## src/rtl/srff_bank_arbiter_if.sv

```systemverilog
// Requester-side bundle for the shared SR flag bank: per-requester request and
// packed set/clear masks in, one-hot grant plus bank status out.
interface srff_bank_arbiter_if #(
    parameter int NREQ  = 4,
    parameter int WIDTH = 8
);
    logic [NREQ-1:0]       req;
    logic [NREQ*WIDTH-1:0] set_mask;
    logic [NREQ*WIDTH-1:0] clr_mask;
    logic [NREQ-1:0]       gnt;
    logic                  busy;
    logic [WIDTH-1:0]      q;
    logic                  err;

    modport master (
        output req, set_mask, clr_mask,
        input  gnt, busy, q, err
    );

    modport slave (
        input  req, set_mask, clr_mask,
        output gnt, busy, q, err
    );
endinterface

```

## src/rtl/srff_bank_arbiter.sv

```systemverilog
// Round-robin arbiter sharing one WIDTH-bit SR flag bank between NREQ requesters;
// the winner's masks are captured in IDLE and applied one cycle later in APPLY.
module srff_bank_arbiter #(
    parameter int NREQ  = 4,
    parameter int WIDTH = 8
) (
    input  logic               clk,
    input  logic               rst,
    srff_bank_arbiter_if.slave bus
);
    localparam int PW = $clog2(NREQ);

    typedef enum logic {IDLE, APPLY} state_t;

    state_t           state, state_n;
    logic [PW-1:0]    ptr, ptr_n;
    logic [PW-1:0]    win;
    logic [PW:0]      idx;
    logic [WIDTH-1:0] sreg, sreg_n;
    logic [WIDTH-1:0] creg, creg_n;
    logic [WIDTH-1:0] q, q_n;
    logic [WIDTH-1:0] conf;
    logic [NREQ-1:0]  gnt, gnt_n;
    logic             busy, busy_n;
    logic             err, err_n;

    logic [WIDTH-1:0] set_arr [NREQ];
    logic [WIDTH-1:0] clr_arr [NREQ];

    for (genvar i = 0; i < NREQ; i++) begin : g_unpack
        assign set_arr[i] = bus.set_mask[i*WIDTH +: WIDTH];
        assign clr_arr[i] = bus.clr_mask[i*WIDTH +: WIDTH];
    end

    // Scan ptr, ptr+1, ... downwards so the nearest requester to ptr is written last and wins.
    always_comb begin
        win = '0;
        idx = '0;
        for (int k = NREQ - 1; k >= 0; k--) begin
            idx = {1'b0, ptr} + (PW+1)'(k);
            if (idx >= (PW+1)'(NREQ))
                idx = idx - (PW+1)'(NREQ);
            if (bus.req[idx[PW-1:0]])
                win = idx[PW-1:0];
        end
    end

    assign conf = sreg & creg;

    always_comb begin
        // NOTE: every next-state value gets a default before the case, so no path leaves one unassigned and infers a latch.
        state_n = state;
        ptr_n   = ptr;
        sreg_n  = sreg;
        creg_n  = creg;
        q_n     = q;
        gnt_n   = '0;
        busy_n  = 1'b0;
        err_n   = 1'b0;

        unique case (state)
            IDLE: begin
                if (|bus.req) begin
                    sreg_n     = set_arr[win];
                    creg_n     = clr_arr[win];
                    gnt_n[win] = 1'b1;
                    busy_n     = 1'b1;
                    state_n    = APPLY;
                    ptr_n      = (win == PW'(NREQ - 1)) ? '0 : win + 1'b1;
                end
            end
            APPLY: begin
                // Bits with both set and clear asserted are held rather than entering the illegal SR state.
                q_n     = (q & ~(creg & ~conf)) | (sreg & ~conf);
                err_n   = |conf;
                state_n = IDLE;
            end
            default: state_n = IDLE;
        endcase
    end

    always_ff @(posedge clk) begin
        // NOTE: non-blocking assignments only here, so every register samples pre-edge values regardless of statement order.
        if (rst) begin
            state <= IDLE;
            ptr   <= '0;
            sreg  <= '0;
            creg  <= '0;
            q     <= '0;
            gnt   <= '0;
            busy  <= 1'b0;
            err   <= 1'b0;
        end else begin
            state <= state_n;
            ptr   <= ptr_n;
            sreg  <= sreg_n;
            creg  <= creg_n;
            q     <= q_n;
            gnt   <= gnt_n;
            busy  <= busy_n;
            err   <= err_n;
        end
    end

    assign bus.gnt  = gnt;
    assign bus.busy = busy;
    assign bus.q    = q;
    assign bus.err  = err;
endmodule

```

## src/flat_wrapper.sv

```systemverilog
// flat-port wrapper written by rule: the top's interface ports become plain ports
module srff_bank_arbiter_flat 
#(
    parameter int NREQ  = 4,
    parameter int WIDTH = 8
)
  (clk, rst, bus_req, bus_set_mask, bus_clr_mask, bus_gnt, bus_busy, bus_q, bus_err);
  srff_bank_arbiter_if #(.NREQ(NREQ), .WIDTH(WIDTH)) bus_i ();
  input  logic clk;
  input  logic rst;
  input wire logic [$bits(bus_i.req)-1:0] bus_req;
  input wire logic [$bits(bus_i.set_mask)-1:0] bus_set_mask;
  input wire logic [$bits(bus_i.clr_mask)-1:0] bus_clr_mask;
  output wire logic [$bits(bus_i.gnt)-1:0] bus_gnt;
  output wire logic [$bits(bus_i.busy)-1:0] bus_busy;
  output wire logic [$bits(bus_i.q)-1:0] bus_q;
  output wire logic [$bits(bus_i.err)-1:0] bus_err;
  assign bus_i.req = bus_req;
  assign bus_i.set_mask = bus_set_mask;
  assign bus_i.clr_mask = bus_clr_mask;
  assign bus_gnt = bus_i.gnt;
  assign bus_busy = bus_i.busy;
  assign bus_q = bus_i.q;
  assign bus_err = bus_i.err;
  srff_bank_arbiter #(.NREQ(NREQ), .WIDTH(WIDTH)) u_core (.clk(clk), .rst(rst), .bus(bus_i));
endmodule
```

## config.mk

```make
export PLATFORM = sky130hd
export DESIGN_NAME = srff_bank_arbiter_flat
export DESIGN_NICKNAME = d
export VERILOG_FILES = /design/src/rtl/srff_bank_arbiter_if.sv /design/src/rtl/srff_bank_arbiter.sv /design/src/flat_wrapper.sv
export SDC_FILE = /design/constraint.sdc
export NUM_CORES = 1
export LEC_CHECK = 0
export CAP_MARGIN = 25
export CORE_MARGIN = 4
export CORE_UTILIZATION = 38
export DETAILED_ROUTE_END_ITERATION = 16
export PLACE_DENSITY_LB_ADDON = 0.3
export SLEW_MARGIN = 10
export SYNTH_ARGS = -nofsm -noshare
export SYNTH_HDL_FRONTEND = slang
export SYNTH_SLANG_ARGS = --single-unit
```

## constraint.sdc

```tcl
create_clock -name clk -period 1.76 [get_ports clk]
set_input_delay 0.176 -clock clk [delete_from_list [all_inputs] [get_ports clk]]
set_output_delay 0.176 -clock clk [all_outputs]
set_load 0.01 [all_outputs]
```

# ---- Word level (Yosys, flattened, before mapping)
# Index checks and enable logic that the tools add are counted.
dict set report classes {
  add_sub_neg 8
  n_mul 0
  div 0
  order_cmp 11
  n_eq_ne 1
  shifts 0
  muxes 27
  bitwise_logic 10
  n_reduce_logical 7
}
# op n
set ops {}
lappend ops {{$and 8x8->8} 4}
lappend ops {{$bmux 8 s2} 2}
lappend ops {{$mux 8} 4}
lappend ops {{$mux 2} 9}
lappend ops {{$not 8->8} 2}
lappend ops {{$lt 2x3->1 const B} 5}
lappend ops {{$ge 3x3->1 const B} 4}
lappend ops {{$bmux 1 s2} 4}
lappend ops {{$or 8x8->8} 1}
lappend ops {{$reduce_or 8->1} 1}
lappend ops {{$sub 2x1->2 const B} 4}
lappend ops {{$add 2x2->3 const B} 2}
lappend ops {{$mux 1} 6}
lappend ops {{$reduce_or 2->1} 2}
lappend ops {{$reduce_or 4->1} 1}
lappend ops {{$add 2x1->3 const B} 1}
lappend ops {{$ge 2x3->1 const B} 1}
lappend ops {{$not 2->3} 1}
lappend ops {{$reduce_or 3->1} 1}
lappend ops {{$add 2x1->2 const B} 1}
lappend ops {{$demux 1 s2} 1}
lappend ops {{$eq 2x2->1 const B} 1}
lappend ops {{$ge 2x1->1 const B} 1}
lappend ops {{$not 1->1} 2}
lappend ops {{other kinds (3)} 3}
dict set report word_totals {
  register_bits 33
  latchBits 0
  ram_bits 0
  romBits 0
  output_inout_bits 14
  n_memories 0
}

# ---- Longest topological paths before layout
# Gate-level depths: netlist of run 1.
dict set report depth {
  depth_word 13
  mapped_depth 8
  depth_no_buf 6
}

# ---- Worst setup path before layout of run 1
# OpenSTA, ideal clock, no wires.
dict set report synth_timing {
  kind {reg2reg}
  startpoint {reg u_core.ptr[1]}
  endpoint {reg u_core.creg[0]}
  setup_time_ns 0.122
  t_arrival_ns 1.834
  required_time_ns 1.638
  slack_ns -0.196
  path_stages_with_launch 8
  n_path_buf 2
  cell_sequence {dfxtp_1 nand2_1 a311o_1 and2_4 buf_6 buf_6 mux2_4 a221o_1}
}
dict set report synth_between {
  elab_chain_cells 13
}
# item line_no
set synth_lines {}
lappend synth_lines {{start: declaration} srff_bank_arbiter.sv:16} ;# logic [PW-1:0] ptr, ptr_n;
lappend synth_lines {{start signal: assignment} srff_bank_arbiter.sv:95} ;# ptr <= ptr_n;
lappend synth_lines {{$add 2x2->3} srff_bank_arbiter.sv:40} ;# idx = {1'b0, ptr} + (PW+1)'(k);
lappend synth_lines {{$ge 3x3->1 or $sub 2x1->2 (tied branches)} {srff_bank_arbiter.sv:41, srff_bank_arbiter.sv:42}}
lappend synth_lines {{$mux 2} srff_bank_arbiter.sv:41} ;# if (idx >= (PW+1)'(NREQ))
lappend synth_lines {{$bmux 1 s2} srff_bank_arbiter.sv:43} ;# if (bus.req[idx[PW-1:0]])
lappend synth_lines {{$mux 1 (implied by the code)} srff_bank_arbiter.sv:43}
lappend synth_lines {{$mux 2 (3 in a row)} srff_bank_arbiter.sv:43}
lappend synth_lines {{$mux 2 *} srff_bank_arbiter.sv:43}
lappend synth_lines {{$not 2->3 (implied by the code) *} srff_bank_arbiter.sv:65} ;# creg_n = clr_arr[win];
lappend synth_lines {{$bmux 8 s2 *} srff_bank_arbiter.sv:65}
lappend synth_lines {{$mux 8 (implied by the code) * (2 in a row)} srff_bank_arbiter.sv:65}
lappend synth_lines {{end signal: assignment} srff_bank_arbiter.sv:97} ;# creg <= creg_n;
lappend synth_lines {{end: declaration} srff_bank_arbiter.sv:20} ;# logic [WIDTH-1:0] creg, creg_n;
# Every way passes the cells marked *; elsewhere a longest branch is shown, timed or not. The select of a mux whose other input is x is not followed.
# A chain may end at the register's enable or synchronous reset.

# ---- Final worst setup path of run 1
dict set report layout_timing {
  startpoint {reg u_core.ptr[0]}
  endpoint {reg u_core.creg[1]}
}
# The elaborated chain is that of the path after synthesis.

==> run metrics, run 1 <==
reported leakage power 1.21 nW; clock tree from TritonCTS done; Tot Pwr 2.37 mW; power share of the combinational group 0.381; max-slew violation count 0; worst flop-to-flop path endpoint u_core.creg[1]; Clock Sink Count 32; xor and xnor fraction of the mapped netlist area 0; instance count of the mapped netlist 202; final wirelength 5.66 mm; effective utilization at floorplan 0.395; FFs w/ async S/R, synth 0; CP Launch Type register; Clk Latency, worst-skew pair 280 ps; antenna violations before repair 0; number of flip-flops and latches in the synthesized netlist 32; H-tree level count 2; syn avg cell area 9.23 um^2; Area growth syn-to-layout 62.3%; clk slew on worst S/H paths 60 ps; final hold violation count 0; Yosys top cell area share 0.344; main combinational cell family by area after synthesis compound AO/OA/AOI/OAI gates; max-capacitance violation count 0; highest fanout seen on the critical path 8; Antenna Violating Nets Remaining 0; cell type contributing the most total cell area after synthesis sky130_fd_sc_hd__dfxtp_1; share of final-layout standard cells stronger than drive strength 1 0.195; tightest hold margin 480 ps; CTS root buf sky130_fd_sc_hd__clkbuf_8; die area 6090 um^2; Num CTS Buffers 5; final net count 372; Synth Area in Compound Gates 0.319; IO Pins 84; maximum vdd ir drop 323 uV; starting DRC count in detailed routing 130; relative slew slack 0.780; multiplexer share of the synthesized area 0.118; worst min-delay path endpoint u_core.bus.q[0]; drt drc 0; power density of the placed cells 783 nW/um^2; top routing layer used met4; maximum count of clock buffers along a single path 2; part of the power in registers 0.398; switching power 0.713 mW; Req. time, crit path 1930 ps; result of the run completed; CTS Hold Buffers Added 0; WL met3 430 um; Diodes inserted 0; most common flop cell mapped by yosys sky130_fd_sc_hd__dfxtp_1; per-cell routed wire length 15.5 um; Synth cell types 31; Vias/cell 5.21; R2R setup slack 7 ps; total of warnings raised by yosys 0; die height 78.0 um; length of routed wiring on met1 2.44 mm; GR Overflow Total 0; startpoint of the tightest hold check path u_core.bus.q[0]; maximum clock rate 0.570 GHz; internal power component 1.66 mW; DPL Wire Length 4.05 mm; sum of met2 wire segment lengths after detailed routing 2.71 mm; number of synthesized flops with an enable pin 0; standard-cell row count 25; part of the Yosys area used for sequential elements 0.344; worst-case clock skew 3.44 ps; overall via count from detail_route 1903; worst r2r path cells 5; CORE AREA 4720 um^2; global-route wire length before repair 8.45 mm; GRT Util Overall 0.175; proportion of power drawn by the clock network 0.221; number of global-route vias before repair 1712; class of the tightest hold or removal check reg -> reg; worst hold path depth 2; Die W 78.0 um; gp weighted congestion 0.862; RSZ-0062 raised after global routing yes; nets in the synthesized netlist 276; Final setup violation count 0; worst flop-to-flop path startpoint u_core.ptr[0]; type of the worst setup path reg -> reg; actual slew at the worst max-slew pin 327 ps; final worst path period need 1750 ps; biggest area contributors in the synthesized netlist sky130_fd_sc_hd__dfxtp_1 34%, sky130_fd_sc_hd__a221o_1 8.6%, sky130_fd_sc_hd__o21a_1 6.8%; # port buffers 83; cell area after synthesis 1860 um^2; switching portion of total power 0.301; post-synthesis simple-gate area fraction 0.146; number of detailed-route iterations in the first pass 4; largest net degree at the start of global routing 31; type of element capturing the critical path register; worst path arrival time 1930 ps; final clock period utilization by the worst path 0.996; adder-cell share of the synthesized area 0.0268
-- layer usage --
layer  vias up  global-route usage
met5         -                   0
met4         0              0.0612
met3         8              0.0459
met2        91               0.283
met1       860               0.225
li1        944                   -
-- cells in the mapped netlist (5+ instances only) --
library cell / count
sky130_fd_sc_hd__o21a_1: 17
sky130_fd_sc_hd__a21boi_0: 16
sky130_fd_sc_hd__nor2_1: 8
sky130_fd_sc_hd__clkbuf_1: 10
sky130_fd_sc_hd__a221o_1: 16
sky130_fd_sc_hd__mux2_2: 8
sky130_fd_sc_hd__o21ai_0: 8
sky130_fd_sc_hd__mux2_4: 8
sky130_fd_sc_hd__dfxtp_1: 32
sky130_fd_sc_hd__nand2_1: 11
sky130_fd_sc_hd__a21oi_1: 13
sky130_fd_sc_hd__and2_1: 5
sky130_fd_sc_hd__and3_1: 16
-- how the worst max path moves through the flow --
| stage | endpoint | depth (start not counted) | start | slack (ps) |
|---|---|---|---|---|
| 2_1_floorplan | u_core.creg[0] | 7 | u_core.ptr[0] | -60 |
| 3_3_place_gp | u_core.creg[7] | 6 | bus_req[2] | -350 |
| 3_5_place_dp | u_core.creg[5] | 6 | bus_req[2] | -380 |
| 4_1_cts | u_core.creg[2] | 5 | u_core.ptr[1] | 2 |
| 5_1_grt | u_core.creg[2] | 5 | u_core.ptr[0] | -60 |
| 6_report | u_core.creg[1] | 5 | u_core.ptr[0] | 7 |
-- placed cells by master (no fill, tap or decap), drive strengths merged --
cell / count
a211oi: 2
a21boi: 16
a21o: 1
a21oi: 13
a221o: 16
a221oi: 1
a22o: 1
a22oi: 2
a311o: 1
a311oi: 1
and2: 8
and3: 16
buf: 18
clkbuf: 6
clkdlybuf4s50: 80
clkinv: 1
dfxtp: 32
dlygate4sd2: 3
ha: 4
inv: 4
mux2: 16
mux2i: 1
nand2: 11
nand2b: 2
nor2: 8
nor2b: 4
nor3: 1
o21a: 17
o21ai: 8
o31a: 1
or2: 3
-- flip-flops by register name, indices dropped and copies added (netlist names) --
register	flops
u_core.sreg	8
u_core.bus.err	1
u_core.ptr	2
u_core.state	1
u_core.bus.q	8
u_core.bus.gnt	4
u_core.creg	8
-- cells by family after synthesis --
kind of cell / count (synthesis)
AND/OR/NAND/NOR: 51
buffers and inverters: 18
multiplexers: 17
adder cells (fa/ha/maj): 4
flip-flops: 32
AO/OA/AOI/OAI: 80
-- through the flow --
stage          setup WS (ps)  cells   util  TNS, ps  instance area, um^2
2_1_floorplan          -60.1    202      -     -481                 1870
3_3_place_gp            -348    353  0.603    -6290                 2850
3_5_place_dp            -384    353  0.603    -6590                 2850
4_1_cts                 2.00    365  0.630        0                 2970
5_1_grt                -55.4    365  0.641     -377                 3030
6_report                6.71    365  0.641        0                 3030
-- worst max-delay path, stage by stage (launching register included) --
cell                      delay (ps)
sky130_fd_sc_hd__dfxtp_2         370
sky130_fd_sc_hd__nor2b_2          60
sky130_fd_sc_hd__a311o_2         390
sky130_fd_sc_hd__and2_4          220
sky130_fd_sc_hd__mux2_4          310
sky130_fd_sc_hd__a221o_1         290
-- timing repair --
action / CTS / global route
setup buffers: 1 / 1
endpoints found under the setup margin: 17 / 17
pin swaps: 3 / 6
cloned: 4 / 0
gates resized for setup: 11 / 11
hold endpoints to repair: 0 / 0
-- area by class of cell --
class	count	area [um^2]
clock inverters	1	5.00
multi-input cells	154	1200
clock buffers	6	72.6
well taps	67	83.8
flip-flops and latches	32	646
repair buffers	101	1000
inverters	4	15.0
fillers	379	1700
-- power by group through the flow --
stage          combinational, mW  clock, mW  sequential [mW]
3_3_place_gp               0.814          0            0.946
3_5_place_dp               0.823          0            0.949
2_1_floorplan              0.482          0            0.934
5_1_grt                    0.974      0.554            0.954
6_report                   0.902      0.523            0.943
4_1_cts                    0.870      0.527            0.934
(Power assumes the default switching activity.)
==> inputs of run 2 (changes only) <==
--- a/config.mk
+++ b/config.mk
@@ -5,10 +5,12 @@
 export SDC_FILE = /design/constraint.sdc
 export NUM_CORES = 1
 export LEC_CHECK = 0
+export ABC_CLOCK_PERIOD_IN_PS = 1640
 export CAP_MARGIN = 25
 export CORE_MARGIN = 4
-export CORE_UTILIZATION = 38
+export CORE_UTILIZATION = 45
 export DETAILED_ROUTE_END_ITERATION = 16
+export DONT_BUFFER_PORTS = 1
 export PLACE_DENSITY_LB_ADDON = 0.3
 export SLEW_MARGIN = 10
 export SYNTH_ARGS = -nofsm -noshare
==> constraint.sdc (replaced) <==
create_clock -name clk -period 1.64 [get_ports clk]
set_input_delay 0.164 -clock clk [delete_from_list [all_inputs] [get_ports clk]]
set_output_delay 0.164 -clock clk [all_outputs]
set_load 0.01 [all_outputs]
==> run 2 against run 1 <==
Effect of this change:
- highest routed layer unchanged
- via count shrank 17%
- total power increased by 1.4%
- largest cell class unchanged
- clock power increased by 19%
- core utilization fell by 9.6 points
- first-iteration DRC count fell by 3.1%
- global-route usage rose by 1.9 points
- cell count fell by 28%
- the flow now finishes with violations (setup timing)
- hold slack got worse by 360 ps
- setup slack got worse by 72 ps
- non-clock buffer count shrank 84
- sequential power is 8% higher
==> run metrics, run 2 (synthesis results as in run 1) <==
result of the run complete, but fails checks (was completed); failing checks setup timing; gp weighted congestion 0.778 (was 0.862); worst setup timing slack at the placement stage -175 ps (was -384 ps); CP Launch Type register (unchanged); GRT Util Overall 0.194 (was 0.175); Area growth syn-to-layout 16.9% (was 62.3%); actual slew at the worst max-slew pin 468 ps (was 327 ps); largest net degree at the start of global routing 31 (unchanged); class of the tightest hold or removal check in -> reg (was reg -> reg); CORE AREA 4000 um^2 (was 4720 um^2); CP Cell Sequence nor2b_2 -> a311o_1 -> and2_4 -> buf_12 -> mux2_2 -> a221o_1 (was nor2b_2 -> a311o_2 -> and2_4 -> mux2_4 -> a221o_1); maximum vdd ir drop 375 uV (was 323 uV); number of detailed-route iterations in the first pass 4 (unchanged); cell type of the slowest stage on the worst timing path sky130_fd_sc_hd__dfxtp_2 (was sky130_fd_sc_hd__a311o_2); tightest hold margin 122 ps (was 480 ps); final clock period utilization by the worst path 1.04 (was 0.996); H-tree level count 2 (unchanged); number of buffers and inverters on the critical path 1 (was 0); standard-cell row count 23 (was 25); final worst path period need 1700 ps (was 1750 ps); clock tree from TritonCTS done (unchanged); # port buffers 0 (was 83); Clock Sink Count 32 (unchanged); most frequent cells in the layout 30 x sky130_fd_sc_hd__dfxtp_1, 17 x sky130_fd_sc_hd__o21a_1, 16 x sky130_fd_sc_hd__and3_1, 16 x sky130_fd_sc_hd__a21boi_0, 16 x sky130_fd_sc_hd__a221o_1 (was 80 x sky130_fd_sc_hd__clkdlybuf4s50_1, 30 x sky130_fd_sc_hd__dfxtp_1, 17 x sky130_fd_sc_hd__o21a_1); type of the worst setup path reg -> reg (unchanged); per-cell routed wire length 19.1 um (was 15.5 um); worst-case clock skew 4.94 ps (was 3.44 ps); power density of the placed cells 1100 nW/um^2 (was 783 nW/um^2); global-route wire length before repair 7.87 mm (was 8.45 mm); die height 72.4 um (was 78.0 um); drt drc 0 (unchanged); Clk Latency, worst-skew pair 290 ps (was 280 ps); max-capacitance violation count 0 (unchanged); RSZ-0062 raised after global routing yes (unchanged); Die W 72.4 um (was 78.0 um); effective utilization at floorplan 0.466 (was 0.395); max-slew violation count 0 (unchanged); Crit path largest cell delay 330 ps (was 390 ps); Final WS setup -65.0 ps (was 6.71 ps); maximum clock rate 0.587 GHz (was 0.570 GHz); final hold violation count 0 (unchanged); Vias/cell 5.99 (was 5.21); Setup TNS Final -677 ps (was 0 ps); CTS root buf sky130_fd_sc_hd__clkbuf_8 (unchanged); antenna violations before repair 0 (unchanged); relative slew slack 0.687 (was 0.780); reported leakage power 0.882 nW (was 1.21 nW); final wirelength 5.03 mm (was 5.66 mm); Final setup violation count 17 (was 0); leading cell type in the layout, fill and taps excluded sky130_fd_sc_hd__dfxtp_1 (was sky130_fd_sc_hd__clkdlybuf4s50_1); final net count 286 (was 372); Num CTS Buffers 5 (unchanged); type of element capturing the critical path register (unchanged); highest fanout seen on the critical path 8 (unchanged); Req. time, crit path 1810 ps (was 1930 ps); IO Pins 84 (unchanged); Tot Pwr 2.40 mW (was 2.37 mW); DPL Wire Length 3.65 mm (was 4.05 mm); biggest regs u_core.bus.q: 8 flops, u_core.creg: 8 flops, u_core.sreg: 8 flops (unchanged); share of final-layout standard cells stronger than drive strength 1 0.263 (was 0.195); worst path arrival time 1870 ps (was 1930 ps); die area 5240 um^2 (was 6090 um^2); starting DRC count in detailed routing 126 (was 130); number of global-route vias before repair 1608 (was 1712); GR Overflow Total 0 (unchanged); overall via count from detail_route 1575 (was 1903); maximum count of clock buffers along a single path 2 (unchanged); cell family with the largest share of critical-path delay compound AO/OA/AOI/OAI gates (unchanged); Diodes inserted 0 (unchanged); clk slew on worst S/H paths 60 ps (about the same); Antenna Violating Nets Remaining 0 (unchanged)
run 2: changes by cell type in the layout (fill, tap and decap cells not counted), moves of 3 or more:
cell                              before  now
sky130_fd_sc_hd__and2_1                5    1
sky130_fd_sc_hd__and3_1               13   16
sky130_fd_sc_hd__and3_4                3    0
sky130_fd_sc_hd__clkdlybuf4s50_1      80    0
sky130_fd_sc_hd__dlygate4sd2_1         3    0
sky130_fd_sc_hd__ha_1                  3    0
sky130_fd_sc_hd__ha_4                  1    4
run 2: layout make-up:
| class | count | area, um^2 |
|---|---|---|
| tap | 50 | 62.6 |
| multi-input combinational | 152 | 1210 |
| inverter | 4 | 20.0 |
| timing repair buffer | 17 | 158 |
| clock buffer | 8 | 90.1 |
| sequential | 32 | 643 |
| fill | 364 | 1820 |
run 2: final timing paths:
kind | from | to | slack [ps] | cells past startpoint
min reg2reg | u_core.sreg[1] | u_core.bus.q[1] | 500 | 2
max | u_core.ptr[0] | u_core.sreg[7] | -60 | 6
min | rst | u_core.state | 120 | 2
max reg2reg | u_core.ptr[0] | u_core.sreg[7] | -60 | 6
run 2: what timing repair did:
item | in CTS | in global routing
resized for setup | 6 | 14
endpoints found under the setup margin | 16 | 20
hold buffers | 1 | 0
pin swaps | 3 | 3
endpoints found under the hold margin | 11 | 0
setup buffers | 6 | 0
run 2: through the flow:
step | utilization | area (um^2) | instances
6_report | 0.545 | 2180 | 263
5_1_grt | 0.545 | 2180 | 263
4_1_cts | 0.529 | 2120 | 262
3_5_place_dp | 0.483 | 1930 | 247
3_3_place_gp | 0.483 | 1930 | 247
2_1_floorplan | - | 1880 | 202
run 2: routing by layer:
layer / GRT usage / part of all wire
met1: 0.243 / 0.42
met2: 0.306 / 0.47
met3: 0.0651 / 0.090
met4: 0.0752 / 0.019
met5: 0 / 0
run 2: power breakdown:
part | internal, mW | switching, mW
combinational | 0.413 | 0.347
clock | 0.342 | 0.278
sequential | 0.899 | 0.122
total | 1.65 | 0.748
